--- config.mk ---
export PLATFORM = sky130hd
export DESIGN_NAME = deskew_delay_line
export DESIGN_NICKNAME = d
export VERILOG_FILES = /design/src/rtl/deskew_pkg.sv /design/src/rtl/deskew_delay_line_ram.sv /design/src/rtl/deskew_delay_line.sv
export SDC_FILE = /design/constraint.sdc
export NUM_CORES = 1
export LEC_CHECK = 0
export CAP_MARGIN = 25
export CELL_PAD_IN_SITES_DETAIL_PLACEMENT = 0
export CELL_PAD_IN_SITES_GLOBAL_PLACEMENT = 1
export CORE_MARGIN = 5
export CORE_UTILIZATION = 53
export CTS_CLUSTER_DIAMETER = 50
export DETAILED_ROUTE_END_ITERATION = 12
export MAX_ROUTING_LAYER = met4
export PLACE_DENSITY = 0.78
export RECOVER_POWER = 25
export SLEW_MARGIN = 20
export SYNTH_ARGS = -nofsm -noshare
export SYNTH_HDL_FRONTEND = slang
export SYNTH_SLANG_ARGS = --single-unit
--- constraint.sdc ---
create_clock -name clk -period 3.55 [get_ports clk]
set_input_delay 0.71 -clock clk [delete_from_list [all_inputs] [get_ports clk]]
set_output_delay 0.71 -clock clk [all_outputs]
set_load 0.03 [all_outputs]
--- src/rtl/deskew_pkg.sv ---
// Shared deskew definitions: address width helper and the delay clamp used by
// every deskew stage that turns a signed correction into a buffer delay.
package deskew_pkg;

   localparam int CLAMP_W = 32;

   typedef struct packed {
      logic [CLAMP_W-1:0] delay;
      logic               sat;
   } clamp_t;

   function automatic int addr_w(input int depth);
      return (depth < 2) ? 1 : $clog2(depth);
   endfunction

   // Clamp a signed delay request into [0, max_delay]; sat flags either clamp.
   function automatic clamp_t clamp_delay(input logic signed [CLAMP_W-1:0] sum,
                                          input logic signed [CLAMP_W-1:0] max_delay);
      clamp_t r;
      r.delay = sum;
      r.sat   = 1'b0;
      if (sum < 0) begin
         r.delay = '0;
         r.sat   = 1'b1;
      end else if (sum > max_delay) begin
         r.delay = max_delay;
         r.sat   = 1'b1;
      end
      return r;
   endfunction

endpackage

--- src/rtl/deskew_delay_line_ram.sv ---
// Sample store for the deskew delay line: one synchronous write port and one
// combinational read port so it maps onto distributed RAM.
module deskew_ram #(
   parameter int WIDTH  = 8,
   parameter int DEPTH  = 32,
   parameter int ADDR_W = 5
) (
   input  logic              clk,
   input  logic              we,
   input  logic [ADDR_W-1:0] waddr,
   input  logic [WIDTH-1:0]  wdata,
   input  logic [ADDR_W-1:0] raddr,
   output logic [WIDTH-1:0]  rdata
);

   logic [WIDTH-1:0] mem [DEPTH];

   always_ff @(posedge clk) begin
      if (we) mem[waddr] <= wdata;
   end

   assign rdata = mem[raddr];

endmodule

--- src/rtl/deskew_delay_line.sv ---
// Variable delay buffer: base delay plus a signed, clamped correction, applied
// as a count of valid samples through a circular buffer.
module deskew_delay_line
   import deskew_pkg::*;
#(
   parameter int WIDTH      = 8,
   parameter int CORR_WIDTH = 8,
   parameter int DEPTH      = 32,
   parameter int BASE_DELAY = 16,
   localparam int ADDR_W    = addr_w(DEPTH)
) (
   input  logic                  clk,
   input  logic                  rst,
   input  logic [CORR_WIDTH-1:0] corr_in,
   input  logic                  corr_load,
   input  logic                  din_valid,
   input  logic [WIDTH-1:0]      din,
   output logic                  dout_valid,
   output logic [WIDTH-1:0]      dout,
   output logic [ADDR_W-1:0]     delay_cur,
   output logic                  sat
);

   // Two guard bits over the wider operand keep the sum from ever wrapping.
   localparam int SUM_W = (CORR_WIDTH + 2 > ADDR_W + 2) ? CORR_WIDTH + 2 : ADDR_W + 2;

   logic signed [SUM_W-1:0] corr_sum;
   clamp_t                  clamp_res;

   logic [ADDR_W-1:0] delay_q, delay_d;
   logic              sat_q, sat_d;
   logic [ADDR_W-1:0] wr_ptr_q, wr_ptr_d;
   logic [ADDR_W-1:0] fill_q, fill_d;
   logic [WIDTH-1:0]  dout_q, dout_d;
   logic              dout_valid_q, dout_valid_d;

   logic [ADDR_W-1:0] rd_addr;
   logic [WIDTH-1:0]  rd_data;

   deskew_ram #(
      .WIDTH  (WIDTH),
      .DEPTH  (DEPTH),
      .ADDR_W (ADDR_W)
   ) u_ram (
      .clk   (clk),
      .we    (din_valid & ~rst),
      .waddr (wr_ptr_q),
      .wdata (din),
      .raddr (rd_addr),
      .rdata (rd_data)
   );

   always_comb begin
      corr_sum  = {{(SUM_W-CORR_WIDTH){corr_in[CORR_WIDTH-1]}}, corr_in} + SUM_W'(BASE_DELAY);
      clamp_res = clamp_delay(CLAMP_W'(corr_sum), CLAMP_W'(DEPTH - 1));
      delay_d   = corr_load ? ADDR_W'(clamp_res.delay) : delay_q;
      sat_d     = corr_load ? clamp_res.sat : sat_q;
   end

   // Read lands on the entry written d samples ago; it precedes this cycle's write.
   assign rd_addr = wr_ptr_q - delay_q;

   always_comb begin
      wr_ptr_d     = wr_ptr_q;
      fill_d       = fill_q;
      dout_d       = dout_q;
      dout_valid_d = 1'b0;
      if (din_valid) begin
         wr_ptr_d     = wr_ptr_q + 1'b1;
         fill_d       = (fill_q == ADDR_W'(DEPTH - 1)) ? fill_q : fill_q + 1'b1;
         dout_d       = (delay_q == '0) ? din : rd_data;
         dout_valid_d = (fill_q >= delay_q);
      end
   end

   always_ff @(posedge clk) begin
      if (rst) begin
         delay_q      <= ADDR_W'(BASE_DELAY);
         sat_q        <= 1'b0;
         wr_ptr_q     <= '0;
         fill_q       <= '0;
         dout_q       <= '0;
         dout_valid_q <= 1'b0;
      end else begin
         delay_q      <= delay_d;
         sat_q        <= sat_d;
         wr_ptr_q     <= wr_ptr_d;
         fill_q       <= fill_d;
         dout_q       <= dout_d;
         dout_valid_q <= dout_valid_d;
      end
   end

   assign dout_valid = dout_valid_q;
   assign dout       = dout_q;
   assign delay_cur  = delay_q;
   assign sat        = sat_q;

endmodule
## Word-level counts from Yosys, hierarchy flattened

Memories as Yosys holds them, arrays and structs flattened. A register that Yosys moved wholly into a read port is not among the register bits.
Cells that the tools add are included.

| word-level totals | value |
|---|---|
| bits of input ports | 20 |
| register bits | 17 |
| logic and storage cells | 24 |
| output and inout port bits | 15 |
| RAM bits | 256 |
| memories | 1 |

Memories:

| memory | depth | width | rd ports | clocked after memory_dff | wr ports | line | RTL |
|---|---|---|---|---|---|---|---|
| u_ram.mem | 32 | 8 | 1 | 1 | 1 | deskew_delay_line_ram.sv:16 | `logic [WIDTH-1:0] mem [DEPTH];` |

| cells by class | value |
|---|---|
| add/subtract/negate cells | 4 |
| multiplexer cells | 4 |
| bitwise operators | 4 |
| equality and inequality tests | 1 |
| reduce and logical (&&, ||, !) cells | 2 |
| order comparisons | 3 |

Operators by type and width:

| kind | number |
|---|---|
| two-way mux 6 bit | 2 |
| adder 5 x 1 -> 5 bit (second input constant) | 2 |
| adder 8 x 6 -> 9 bit (second input constant) | 1 |
| greater-than comparator 9 x 6 -> 1 bit (second input constant) | 1 |
| < comparator 9 x 1 -> 1 bit (second input constant) | 1 |
| == test 5 bit (second input constant) | 1 |
| >= comparator 5 bit | 1 |
| subtractor 5 bit | 1 |
| inverter 1 bit | 3 |
| two-way mux 1 bit | 2 |
| AND reduction 2 bit | 1 |
| OR reduction 2 bit | 1 |
| bitwise AND 1 bit | 1 |

## Longest topological paths before layout

Gate-level depths: netlist of the first run.

| depth | value |
|---|---|
| depth in word-level cells | 4 |
| gate-level depth with buffers | 10 |
| mapped depth without buffers | 9 |

## By module

From an unflattened synthesis of the first run, not the netlist that was laid out.

| unflattened totals | value |
|---|---|
| cell total of the unflattened synthesis | 560 |
| area, all modules | 11295.8 µm² |

By module, submodules not included:

| module | area each (µm²) | seq. area each (µm²) | cells an instance | times used |
|---|---|---|---|---|
| deskew_ram | 9893.2 | 7687.4 | 409 | 1 |
| deskew_delay_line | 1402.6 | 500.5 | 151 | 1 |

## Worst setup path before layout of the first run

No wires, ideal clock.

| path | value |
|---|---|
| path type | register to register |
| start point | register wr_ptr_q[0] |
| end point | register dout_q[3], in the netlist dout[3], read port of u_ram.mem |
| setup time | 126 ps |
| path buffers | 2 |
| data arrival time | 2587 ps |
| data required time | 3424 ps |
| slack | 836 ps |
| stages on the path, launching flop included | 10 |
| clock period less this slack | 2714 ps |
| cells stage by stage | dfxtp_1 inv_1 ha_1 fa_1 buf_2 clkbuf_1 mux4_2 mux2_1 o22ai_1 o31ai_2 |

| on the way | value |
|---|---|
| word-level cells in the longest chain between the ends | 1 |

Ends and longest elaborated chain:

| item | line | RTL |
|---|---|---|
| start: declaration | deskew_delay_line.sv:32 | `logic [ADDR_W-1:0] wr_ptr_q, wr_ptr_d;` |
| start signal: assignment | deskew_delay_line.sv:87 | `wr_ptr_q <= wr_ptr_d;` |
| subtractor 5 bit | deskew_delay_line.sv:61 | `assign rd_addr = wr_ptr_q - delay_q;` |
| end: declaration | deskew_delay_line.sv:34 | `logic [WIDTH-1:0] dout_q, dout_d;` |

No other way between the ends.
A chain may end at the register's enable or synchronous reset.

## Worst setup path after layout of the first run

| path | value |
|---|---|
| start point | register wr_ptr_q[0] |
| end point | register dout_q[5], in the netlist dout[5], read port of u_ram.mem |

Same word-level chain as after synthesis.

==> summary.txt, run 1 <==
Synthesis
  • Post-synth cell types: 46
  • Post-synth top cells: sky130_fd_sc_hd__edfxtp_1, sky130_fd_sc_hd__mux4_2, sky130_fd_sc_hd__nor2_1, sky130_fd_sc_hd__nand2_1, sky130_fd_sc_hd__dfxtp_1
  • Share of async-settable or async-resettable flops after synthesis: 0%
  • Number of storage elements in the synthesis netlist: 281
  • Count of flip-flops with a built-in enable after synthesis: 256
  • Cell type with the largest total area after synthesis: sky130_fd_sc_hd__edfxtp_1
  • Commonest register cell after synthesis: sky130_fd_sc_hd__edfxtp_1
  • Sequential share of the synthesized area: 71.35%
  • Top-area cell type share of the netlist area: 66.99%
  • Mean post-synth cell area: 19.00 µm²
  • Most common cell in the synthesized netlist: sky130_fd_sc_hd__edfxtp_1
  • Total nets after synthesis: 642
  • Cell count after synthesis: 604
  • Area contributors post-synth: sky130_fd_sc_hd__edfxtp_1, sky130_fd_sc_hd__mux4_2, sky130_fd_sc_hd__dfxtp_1
  • Yosys warning total: 0
  • Combined area of all synthesized cells: 11480 µm²

Drt
  • Average vias per placed instance: 5.910
  • Antenna viol nets, final: 0
  • Number of search-and-repair iterations in the first detailed-routing pass: 5
  • Violation count after the first detailed-routing iteration: 498
  • Via count: 5821
  • Routed wire length: 24300 µm
  • Average routed wire per standard cell: 24.67 µm
  • Count of unresolved DRC violations after routing: 0

Placed design
  • Number of buffer cells added on primary ports: 34
  • Placer's final routability congestion estimate: 0.8495
  • HPWL after DPL: 15280 µm

Critical path
  • Type of element capturing the critical path: flop
  • Endpoint required time on the critical path: 3.96 ns
  • Largest driver fanout on the critical path: 64
  • Startpoint Class: flop
  • Classification of the worst setup path: flop to flop
  • WP data arrival: 3.42 ns

Cells and area
  • Fraction of final layout cells with drive strength greater than 1: 23.80%
  • Fin nets: 724
  • Layout-stage area growth over the synthesis result: 15.97%
  • Number of antenna repair diodes: 0

Floorplanning
  • Placeable core region: 21150 µm²
  • Starting density of the core: 54.25%
  • Die height: 157.2 µm
  • Die area: 24700 µm²
  • Die extent in x: 157.2 µm
  • Top Ports: 35
  • Rows: 53

Global route
  • Pin count of the biggest net entering global routing: 65
  • Global router's overall resource usage: 20.91%
  • Vias in the first global route: 6222
  • Remaining Overflow, GRT: 0
  • Initial antenna violation count: 0
  • First-pass GRT wire length: 37420 µm

STA
  • Setup TNS: 0 ns
  • Actual transition at the worst max-transition pin: 1.647 ns
  • Minimum clock period: 3.003 ns
  • Finish-stage setup viols: 0
  • Max-slew violation count: 102
  • Clk_skew: 0.007691 ns
  • Fmax: 0.3330 GHz
  • Final count of hold timing violations: 0
  • Slew HR: -9.804%
  • Share of the clock period used by the worst path: 84.60%
  • Unrepaired setup endpoints after global routing: no

CTS
  • CTS tree: done
  • Post-CTS Repair Setup Buffers: 0
  • Count of cells resized by post-cts repair: 0
  • Number of buffers inserted during clock tree synthesis: 30
  • Clock transition at the register clock pins on the worst setup and hold paths after CTS: 0.06 ns
  • Deepest clock path buffer count: 3
  • Clock Latency Late Sink: 0.54 ns
  • H-tree Lvls: 1
  • Root Buffer: sky130_fd_sc_hd__clkbuf_16
  • Number of sinks on the clock net: 281
  • Cts-stage hold buffer count: 0

Run
  • Max-capacitance violation count: 3

Power
  • Total Power Consumption: 7856 µW
  • Cell area power density: 590.3 nW/µm²
  • Leak: 0.004479 µW
  • Peak supply drop: 0.4338 mV

Run status
  • Violated checks: max-capacitance violations, max-slew violations
  • Status: finished with violations

Worst hold path
  • Hold WC Path Type: flop to flop
[state kept, by name, summed over array words and instances, names as in the netlist]
register and count:
fill_q 5, sat 1, dout_valid 1, wr_ptr_q 5, dout 8, u_ram.mem 256, delay_cur 5
[cell type report]
| cell class | instances | area (µm²) |
|---|---|---|
| Clock buffer | 44 | 864.6 |
| Fill cell | 1463 | 7845 |
| Inverter | 12 | 45.04 |
| Tap cell | 275 | 344.1 |
| Multi-Input combinational cell | 285 | 3083 |
| Clock inverter | 12 | 115.1 |
| Sequential cell | 281 | 8188 |
| Timing Repair Buffer | 76 | 669.4 |
[routing by layer]
| layer | global-route usage (%) | vias to the layer above | share of wire [%] |
|---|---|---|---|
| met5 | - | - | 0 |
| met4 | 6.391 | 0 | 2.9 |
| met3 | 3.052 | 52 | 5.3 |
| met2 | 34.20 | 181 | 51 |
| met1 | 27.67 | 2991 | 41 |
| li1 | - | 2597 | - |
[final timing paths]
path,slack (ns),end,cells after the start,from
hold / removal,0.50,delay_cur[2],2,delay_cur[2]
setup reg to reg,0.55,dout[5],8,wr_ptr_q[0]
setup / recovery,0.55,dout[5],8,wr_ptr_q[0]
hold reg to reg,0.50,delay_cur[2],2,delay_cur[2]
[cell usage in the layout (no fill, tap or decap), types with 3 or more instances in the layout]
| cell | Yosys | layout |
|---|---|---|
| sky130_fd_sc_hd__nand3b_1 | 4 | 4 |
| sky130_fd_sc_hd__a22oi_1 | 8 | 8 |
| sky130_fd_sc_hd__mux2_1 | 3 | 3 |
| sky130_fd_sc_hd__mux2i_1 | 11 | 11 |
| sky130_fd_sc_hd__a21oi_1 | 6 | 6 |
| sky130_fd_sc_hd__a32o_1 | 8 | 8 |
| sky130_fd_sc_hd__mux2_4 | 10 | 10 |
| sky130_fd_sc_hd__xnor2_1 | 6 | 6 |
| sky130_fd_sc_hd__clkinv_2 | 0 | 3 |
| sky130_fd_sc_hd__o21ai_0 | 7 | 7 |
| sky130_fd_sc_hd__inv_1 | 12 | 12 |
| sky130_fd_sc_hd__nand4_1 | 5 | 5 |
| sky130_fd_sc_hd__dlygate4sd3_1 | 0 | 7 |
| sky130_fd_sc_hd__clkbuf_1 | 8 | 14 |
| sky130_fd_sc_hd__clkinv_1 | 0 | 4 |
| sky130_fd_sc_hd__edfxtp_1 | 256 | 256 |
| sky130_fd_sc_hd__mux4_2 | 64 | 64 |
| sky130_fd_sc_hd__buf_4 | 5 | 34 |
| sky130_fd_sc_hd__nand2_1 | 26 | 26 |
| sky130_fd_sc_hd__o31ai_2 | 7 | 7 |
| sky130_fd_sc_hd__xor2_1 | 8 | 8 |
| sky130_fd_sc_hd__clkbuf_16 | 0 | 31 |
| sky130_fd_sc_hd__nor2_1 | 51 | 51 |
| sky130_fd_sc_hd__ha_1 | 17 | 16 |
| sky130_fd_sc_hd__o22ai_1 | 9 | 9 |
| sky130_fd_sc_hd__clkbuf_8 | 0 | 4 |
| sky130_fd_sc_hd__dfxtp_1 | 25 | 25 |
| sky130_fd_sc_hd__clkdlybuf4s50_1 | 0 | 27 |
| sky130_fd_sc_hd__a21o_1 | 3 | 3 |
| sky130_fd_sc_hd__mux2_2 | 3 | 3 |
| sky130_fd_sc_hd__nand2b_1 | 7 | 7 |
[power by group]
part	switching [µW]	internal [µW]	leakage, µW	total [µW]
logic	611	516	0.00149	1130
registers	43.2	3650	0.00251	3690
clock network	1210	1830	0.000476	3040
total	1860	5990	0.00448	7860
[worst max-delay path: stages (launching register included)]
cell	delay (ns)
sky130_fd_sc_hd__dfxtp_1	0.48
sky130_fd_sc_hd__inv_1	0.15
sky130_fd_sc_hd__ha_4	0.19
sky130_fd_sc_hd__fa_2	0.58
sky130_fd_sc_hd__buf_12	0.33
sky130_fd_sc_hd__mux4_2	0.41
sky130_fd_sc_hd__mux2i_1	0.29
sky130_fd_sc_hd__a32o_1	0.31
sky130_fd_sc_hd__o31ai_2	0.09
[cells by family (layout without fill, tap and decap cells)]
logic type	count (synthesis)	after routing	share of synthesized area [%]
AOI/OAI and AO/OA	54	54	3.642
xor gates and xnor gates	15	15	1.265
adders and majority gates	18	18	2.028
buffers and inverters	38	144	1.919
DFF	281	281	71.35
muxes	91	91	15.42
and+or+nand+nor	107	107	4.383
[per-stage QoR]
step | instances | hold WS (ns) | area (µm²) | util [%] | worst slack [ns]
after global placement | 928 | 0.4718 | 12330 | 58.30 | 0.5259
final | 985 | 0.5043 | 13310 | 62.91 | 0.5466
after detailed placement | 929 | 0.4959 | 12350 | 58.37 | 0.3853
after floorplan | 604 | 0.4938 | 11480 | - | 0.8365
after global routing | 985 | 0.5294 | 13310 | 62.91 | 0.4055
after CTS | 985 | 0.5038 | 13330 | 63.00 | 0.5828
Power figures use the tool's default switching activity.
==> run 2, diff against run 1 <==
==> constraint.sdc (replaced) <==
create_clock -name clk -period 3.1 [get_ports clk]
set_input_delay 0.62 -clock clk [delete_from_list [all_inputs] [get_ports clk]]
set_output_delay 0.62 -clock clk [all_outputs]
set_load 0.03 [all_outputs]
==> run 2 against run 1 <==
The flow now finishes without violations. Non-clock buffer count increased by 19. Via count increased by 1.4%. Setup slack got worse by 0.19 ns. Count of clock-buffer cells in the layout decreased by 11. Global-route usage about the same. Worst hold slack got worse by 0.012 ns. Final area increased by 1.8%. Critical path type unchanged.
==> summary.txt, run 2 (synthesis gave the netlist of run 1 again) <==
CTS
  • Post-CTS Repair Setup Buffers: 0 (unchanged)
  • Number of sinks on the clock net: 281 (unchanged)
  • Count of cells resized by post-cts repair: 0 (unchanged)
  • Clock Latency Late Sink: 0.55 ns (about the same)
  • CTS tree: done
  • H-tree Lvls: 1 (unchanged)
  • Root Buffer: sky130_fd_sc_hd__clkbuf_16
  • Number of buffers inserted during clock tree synthesis: 30 (unchanged)
  • Deepest clock path buffer count: 3 (unchanged)
  • Clock transition at the register clock pins on the worst setup and hold paths after CTS: 0.06 ns (about the same)
  • Cts-stage hold buffer count: 0 (unchanged)

Power
  • Leak: 0.004631 µW (+3.4%)
  • Cell area power density: 682.3 nW/µm² (+16%)
  • Peak supply drop: 0.6976 mV (+61%)
  • Total Power Consumption: 9246 µW (+18%)

Critical path
  • Startpoint Class: flop
  • WP data arrival: 3.17 ns (-0.25 ns)
  • Destination of the worst register-to-register timing path: dout[3]
  • Worst Reg-to-Reg Cells: 8 (unchanged)
  • Endpoint required time on the critical path: 3.53 ns (-0.43 ns)
  • Largest driver fanout on the critical path: 33 (-48%)
  • Classification of the worst setup path: flop to flop
  • Slack of the worst reg-to-reg path: 0.36 ns (-0.19 ns)
  • Type of element capturing the critical path: flop
  • Critical R2R Launch: wr_ptr_q[0]

STA
  • Clk_skew: 0.009618 ns (+0.001927 ns)
  • Slew HR: 31.25% (+41 points)
  • Final hold slack: 0.4921 ns (-0.01217 ns)
  • Setup TNS: 0 ns (unchanged)
  • Actual transition at the worst max-transition pin: 1.031 ns (-0.6158 ns)
  • Unrepaired setup endpoints after global routing: no
  • Final count of hold timing violations: 0 (unchanged)
  • Share of the clock period used by the worst path: 88.40% (+3.8 points)
  • Minimum clock period: 2.740 ns (-0.2630 ns)
  • Finish-stage setup viols: 0 (unchanged)
  • Max-slew violation count: 0 (-100%)
  • Fmax: 0.3649 GHz (+9.6%)

Floorplanning
  • Die height: 157.2 µm (unchanged)
  • Rows: 53 (unchanged)
  • Die extent in x: 157.2 µm (unchanged)
  • Die area: 24700 µm² (unchanged)
  • Top Ports: 35 (unchanged)
  • Placeable core region: 21150 µm² (unchanged)
  • Starting density of the core: 54.25% (unchanged)

Worst hold path
  • Worst hold path depth: 2 (unchanged)
  • Hold path startpoint: delay_cur[2]
  • Capture endpoint of the worst hold path: delay_cur[2]
  • Hold WC Path Type: flop to flop

Placed design
  • Placer's final routability congestion estimate: 0.7903 (-7.0%)
  • Number of buffer cells added on primary ports: 34 (unchanged)
  • Placed Area: 12520 µm² (+1.4%)
  • HPWL after DPL: 15580 µm (+2.0%)

Global route
  • Pin count of the biggest net entering global routing: 34 (-48%)
  • Remaining Overflow, GRT: 0 (unchanged)
  • GR met3 Demand/Resource: 3.244% (+0.19 points)
  • Vias in the first global route: 6235 (+0.21%)
  • Initial antenna violation count: 0 (unchanged)
  • Met2 global-route usage: 35.00% (+0.80 points)
  • Global router's overall resource usage: 20.92% (about the same)
  • Most congested layer reported by global routing: met2
  • Met1 track demand over resource: 27.57% (-0.10 points)
  • First-pass GRT wire length: 37580 µm (+0.42%)

Cells and area
  • Combined area of the multi-input logic cells: 3083 µm² (unchanged)
  • Register Area: 8188 µm² (unchanged)
  • Number of flip-flops under the largest register name: 256 (unchanged)
  • Utilization after layout: 64.06% (+1.1 points)
  • Final instance area: 13550 µm² (+1.8%)
  • Most common cell after layout, fill and taps aside: sky130_fd_sc_hd__edfxtp_1
  • Top register by number of flip-flops: u_ram.mem
  • Fin nets: 743 (+2.6%)
  • Number of antenna repair diodes: 0 (unchanged)
  • Most frequent cells in the layout: sky130_fd_sc_hd__edfxtp_1, sky130_fd_sc_hd__mux4_2, sky130_fd_sc_hd__buf_4, sky130_fd_sc_hd__nor2_1, sky130_fd_sc_hd__clkbuf_16
  • Filler cell count: 1430 (-2.3%)
  • Fraction of final layout cells with drive strength greater than 1: 27.16% (+3.4 points)
  • Layout-stage area growth over the synthesis result: 18.08%

Run status
  • Status: finished clean

Run
  • Max-capacitance violation count: 0 (-3)

Drt
  • Violation count after the first detailed-routing iteration: 546 (+9.6%)
  • Routed wire length: 24100 µm (-0.84%)
  • Antenna viol nets, final: 0 (unchanged)
  • Via count: 5901 (+1.4%)
  • Number of search-and-repair iterations in the first detailed-routing pass: 5 (unchanged)
  • Count of unresolved DRC violations after routing: 0 (unchanged)
  • Average vias per placed instance: 5.877 (-0.54%)
  • Average routed wire per standard cell: 24.00 µm (-2.7%)
==> run 2: cell count changes in the layout (fill, tap and decap cells not counted) <==
cell,delta
sky130_fd_sc_hd__buf_12,+2
sky130_fd_sc_hd__buf_4,+21
sky130_fd_sc_hd__clkdlybuf4s50_1,-2
sky130_fd_sc_hd__clkinv_8,+1
sky130_fd_sc_hd__clkbuf_8,-4
sky130_fd_sc_hd__bufinv_16,+3
sky130_fd_sc_hd__clkbuf_1,-10
sky130_fd_sc_hd__dlygate4sd3_1,+2
sky130_fd_sc_hd__buf_8,-1
sky130_fd_sc_hd__clkinv_2,+4
sky130_fd_sc_hd__clkinvlp_4,+1
sky130_fd_sc_hd__clkinv_4,+2
==> run 2: worst max path at each step <==
| stage | start | endpoint |
|---|---|---|
| global placement | wr_ptr_q[0] | dout[3] |
| detailed placement | wr_ptr_q[0] | dout[3] |
| floorplan | wr_ptr_q[0] | dout[3] |
| CTS | wr_ptr_q[0] | dout[3] |
| global route | wr_ptr_q[0] | dout[4] |
| finish | wr_ptr_q[0] | dout[3] |
==> run 2: layout make-up <==
class                      instances  share of cell area (%)
sequential                       281                   60.42
multi-input combinational        285                   22.75
timing repair buffer              95                   6.205
clock buffer                      33                   5.780
tap                              275                   2.539
clock inverter                    23                   1.967
inverter                          12                  0.3324
==> run 2: routing by layer <==
| metal | vias to the layer above | part of all wire (%) | wire length, µm |
|---|---|---|---|
| met5 | - | 0 | 0 |
| met4 | 0 | 2.0 | 482 |
| met3 | 41 | 4.7 | 1121 |
| met2 | 161 | 52 | 12550 |
| met1 | 3064 | 41 | 9946 |
| li1 | 2635 | - | - |
==> run 2: report_power, final <==
part / switching, µW / internal, µW
registers: 44.6 / 4180
logic: 687 / 628
clock network: 1460 / 2250
==> run 2: worst max-delay path, cell delays in order (launching register included) <==
cell                      delay (ns)
sky130_fd_sc_hd__dfxtp_1        0.45
sky130_fd_sc_hd__inv_1          0.15
sky130_fd_sc_hd__ha_4           0.19
sky130_fd_sc_hd__fa_2           0.59
sky130_fd_sc_hd__buf_12         0.24
sky130_fd_sc_hd__mux4_2         0.33
sky130_fd_sc_hd__mux2_1         0.34
sky130_fd_sc_hd__o22ai_1        0.24
sky130_fd_sc_hd__o31ai_2        0.08
==> run 2: per-stage QoR <==
stage | setup slack, ns | instances
2_1_floorplan | 0.3865 | 604
3_3_place_gp | 0.3903 | 947
3_5_place_dp | 0.3331 | 948
4_1_cts | 0.3141 | 1004
5_1_grt | 0.2112 | 1004
6_report | 0.3596 | 1004
==> run 3, diff against run 2 <==
--- a/config.mk
+++ b/config.mk
@@ -8,6 +8,7 @@
 export CAP_MARGIN = 25
 export CELL_PAD_IN_SITES_DETAIL_PLACEMENT = 0
 export CELL_PAD_IN_SITES_GLOBAL_PLACEMENT = 1
+export CORE_ASPECT_RATIO = 1.5
 export CORE_MARGIN = 5
 export CORE_UTILIZATION = 53
 export CTS_CLUSTER_DIAMETER = 50
==> run 3 against run 2 <==
Clock skew increased by 0.0044 ns. Maximum frequency fell by 0.80%. Setup slack worse by 0.022 ns. Total power shrank 7.7%. Sequential cell count unchanged. Worst hold slack improved by 0.0098 ns. Largest cell class unchanged. Largest power group unchanged.
==> summary.txt, run 3 (synthesis gave the netlist of run 1 again) <==
Floorplanning
  • Starting density of the core: 53.25% (-1.0 points)
  • Placeable core region: 21550 µm² (+1.9%)
  • Die extent in x: 130.1 µm (-17%)
  • Die area: 24760 µm² (+0.24%)
  • Top Ports: 35 (unchanged)
  • Die height: 190.2 µm (+21%)
  • Rows: 66 (+25%)

Drt
  • Via count: 6007 (+1.8%)
  • Routed wire length: 24900 µm (+3.3%)
  • Number of search-and-repair iterations in the first detailed-routing pass: 5 (unchanged)
  • Average routed wire per standard cell: 25.03 µm (+4.3%)
  • Antenna viol nets, final: 0 (unchanged)
  • Average vias per placed instance: 6.037 (+2.7%)
  • Count of unresolved DRC violations after routing: 0 (unchanged)
  • Violation count after the first detailed-routing iteration: 592 (+8.4%)

Critical path
  • CP max stage delay: 0.57 ns (-0.02 ns)
  • Critical R2R Launch: wr_ptr_q[0]
  • Destination of the worst register-to-register timing path: dout[2]
  • Slack of the worst reg-to-reg path: 0.34 ns (-0.02 ns)
  • WP data arrival: 3.17 ns (about the same)
  • Worst Reg-to-Reg Cells: 9 (+1)
  • Type of element capturing the critical path: flop
  • Startpoint Class: flop
  • Classification of the worst setup path: flop to flop
  • Highest-delay cell along the critical path: sky130_fd_sc_hd__fa_2
  • Crit-path cells: inv_1, ha_4, fa_2, buf_12, buf_12, mux4_2, mux2_4, o22ai_1, o31ai_2
  • Most numerous cell on the critical path: sky130_fd_sc_hd__buf_12
  • Endpoint required time on the critical path: 3.50 ns (-0.03 ns)
  • Largest driver fanout on the critical path: 31 (-6.1%)

Global route
  • Met2 global-route usage: 36.68% (+1.7 points)
  • Pin count of the biggest net entering global routing: 41 (+21%)
  • GR met3 Demand/Resource: 2.578% (-0.67 points)
  • Initial antenna violation count: 0 (unchanged)
  • Remaining Overflow, GRT: 0 (unchanged)
  • Global router's overall resource usage: 21.57% (+0.65 points)
  • First-pass GRT wire length: 38010 µm (+1.2%)
  • Met1 track demand over resource: 27.40% (-0.17 points)
  • Vias in the first global route: 6312 (+1.2%)
  • Most congested layer reported by global routing: met2

STA
  • Minimum clock period: 2.762 ns (+0.02198 ns)
  • Setup TNS: 0 ns (unchanged)
  • Share of the clock period used by the worst path: 89.11% (+0.71 points)
  • Unrepaired setup endpoints after global routing: no
  • Finish-stage setup viols: 0 (unchanged)
  • Fmax: 0.3620 GHz (-0.80%)
  • Clk_skew: 0.01402 ns (+0.004403 ns)
  • Max-slew violation count: 0 (unchanged)
  • Slew HR: 34.47% (+3.2 points)
  • Actual transition at the worst max-transition pin: 0.9830 ns (-0.04827 ns)
  • Final count of hold timing violations: 0 (unchanged)

Cells and area
  • Fin nets: 742 (-0.13%)
  • Top register by number of flip-flops: u_ram.mem
  • Number of antenna repair diodes: 0 (unchanged)
  • Fraction of final layout cells with drive strength greater than 1: 26.14% (-1.0 points)
  • Most frequent cells in the layout: sky130_fd_sc_hd__edfxtp_1, sky130_fd_sc_hd__mux4_2, sky130_fd_sc_hd__buf_4, sky130_fd_sc_hd__nor2_1
  • Number of flip-flops under the largest register name: 256 (unchanged)
  • Utilization after layout: 61.85% (-2.2 points)
  • Most common cell after layout, fill and taps aside: sky130_fd_sc_hd__edfxtp_1
  • Layout-stage area growth over the synthesis result: 16.17%

CTS
  • Clock Latency Late Sink: 0.52 ns (-0.03 ns)
  • Count of cells resized by post-cts repair: 0 (unchanged)
  • H-tree Lvls: 1 (unchanged)
  • Cts-stage hold buffer count: 0 (unchanged)
  • Number of buffers inserted during clock tree synthesis: 25 (-17%)
  • Number of sinks on the clock net: 281 (unchanged)
  • Post-CTS Repair Setup Buffers: 0 (unchanged)
  • Clock transition at the register clock pins on the worst setup and hold paths after CTS: 0.07 ns (about the same)
  • Root Buffer: sky130_fd_sc_hd__clkbuf_16
  • CTS tree: done
  • Deepest clock path buffer count: 3 (unchanged)

Power
  • Switching power: 2065 µW (-5.8%)
  • Sw Share: 24.20% (+0.50 points)
  • Internal power of the cells: 6467 µW (-8.3%)
  • Peak supply drop: 0.4548 mV (-35%)
  • Proportion of power drawn by the clock network: 35.1% (-5.0 points)
  • Cell area power density: 640.0 nW/µm² (-6.2%)
  • Sequential power share: 49.4% (+3.7 points)
  • Leak: 0.004534 µW (-2.1%)
  • Combinational power share: 15.5% (+1.3 points)

Worst hold path
  • Hold path startpoint: delay_cur[2]
  • Worst hold path depth: 2 (unchanged)
  • Capture endpoint of the worst hold path: delay_cur[2]
  • Hold WC Path Type: flop to flop

Placed design
  • HPWL after DPL: 16400 µm (+5.2%)
  • Number of buffer cells added on primary ports: 34 (unchanged)
  • Placer's final routability congestion estimate: 0.8098 (+2.5%)

Run status
  • Status: finished clean

Run
  • Max-capacitance violation count: 0 (unchanged)
[run 3: through the flow]
stage          instances  hold WS [ns]  instance area [µm²]  setup slack [ns]  power [µW]
5_1_grt              995        0.5246                13330            0.2372        8854
2_1_floorplan        604        0.4938                11480            0.3865        5191
3_5_place_dp         949        0.4928                12550            0.3142        5637
6_report             995        0.5019                13330            0.3376        8532
3_3_place_gp         949        0.4917                12550            0.3408        5616
4_1_cts              995        0.5085                13340            0.3007        8603
[run 3: worst max path at each step]
stage	start	slack, ns	end	depth (start not counted)
2_1_floorplan	wr_ptr_q[0]	0.39	dout[3]	9
3_3_place_gp	wr_ptr_q[0]	0.34	dout[2]	9
3_5_place_dp	wr_ptr_q[0]	0.31	dout[2]	9
4_1_cts	wr_ptr_q[0]	0.30	dout[2]	9
5_1_grt	wr_ptr_q[0]	0.24	dout[2]	9
6_report	wr_ptr_q[0]	0.34	dout[2]	9
[run 3: metal layers]
metal | share of wire (%) | wire, µm
met4 | 2.6 | 649
met3 | 6.8 | 1685
met5 | 0 | 0
met2 | 54 | 13340
met1 | 37 | 9224
[run 3: layout make-up]
| type | instances | area [µm²] |
|---|---|---|
| clock buffers | 27 | 633.1 |
| clock inverters | 19 | 162.7 |
| fillers | 1525 | 8222 |
| inverters | 12 | 45.04 |
| multi-input cells | 285 | 3083 |
| flip-flops and latches | 281 | 8188 |
| well taps | 272 | 340.3 |
| repair buffers | 99 | 879.6 |
[run 3: worst max-delay path, delay by kind of cell, from the launching register on]
family	cells	cell delay, ns
adder cells (fa/ha/maj)	2	0.74
flip-flops	1	0.33
buffers and inverters	3	0.53
AO/OA/AOI/OAI	2	0.42
multiplexers	2	0.59
[run 3: power by group through the flow]
stage	combinational (µW)	clock [µW]	sequential [µW]
2_1_floorplan	850	0	4340
3_3_place_gp	1320	0	4290
3_5_place_dp	1340	0	4290
4_1_cts	1350	3040	4210
5_1_grt	1410	3230	4210
6_report	1330	2990	4210
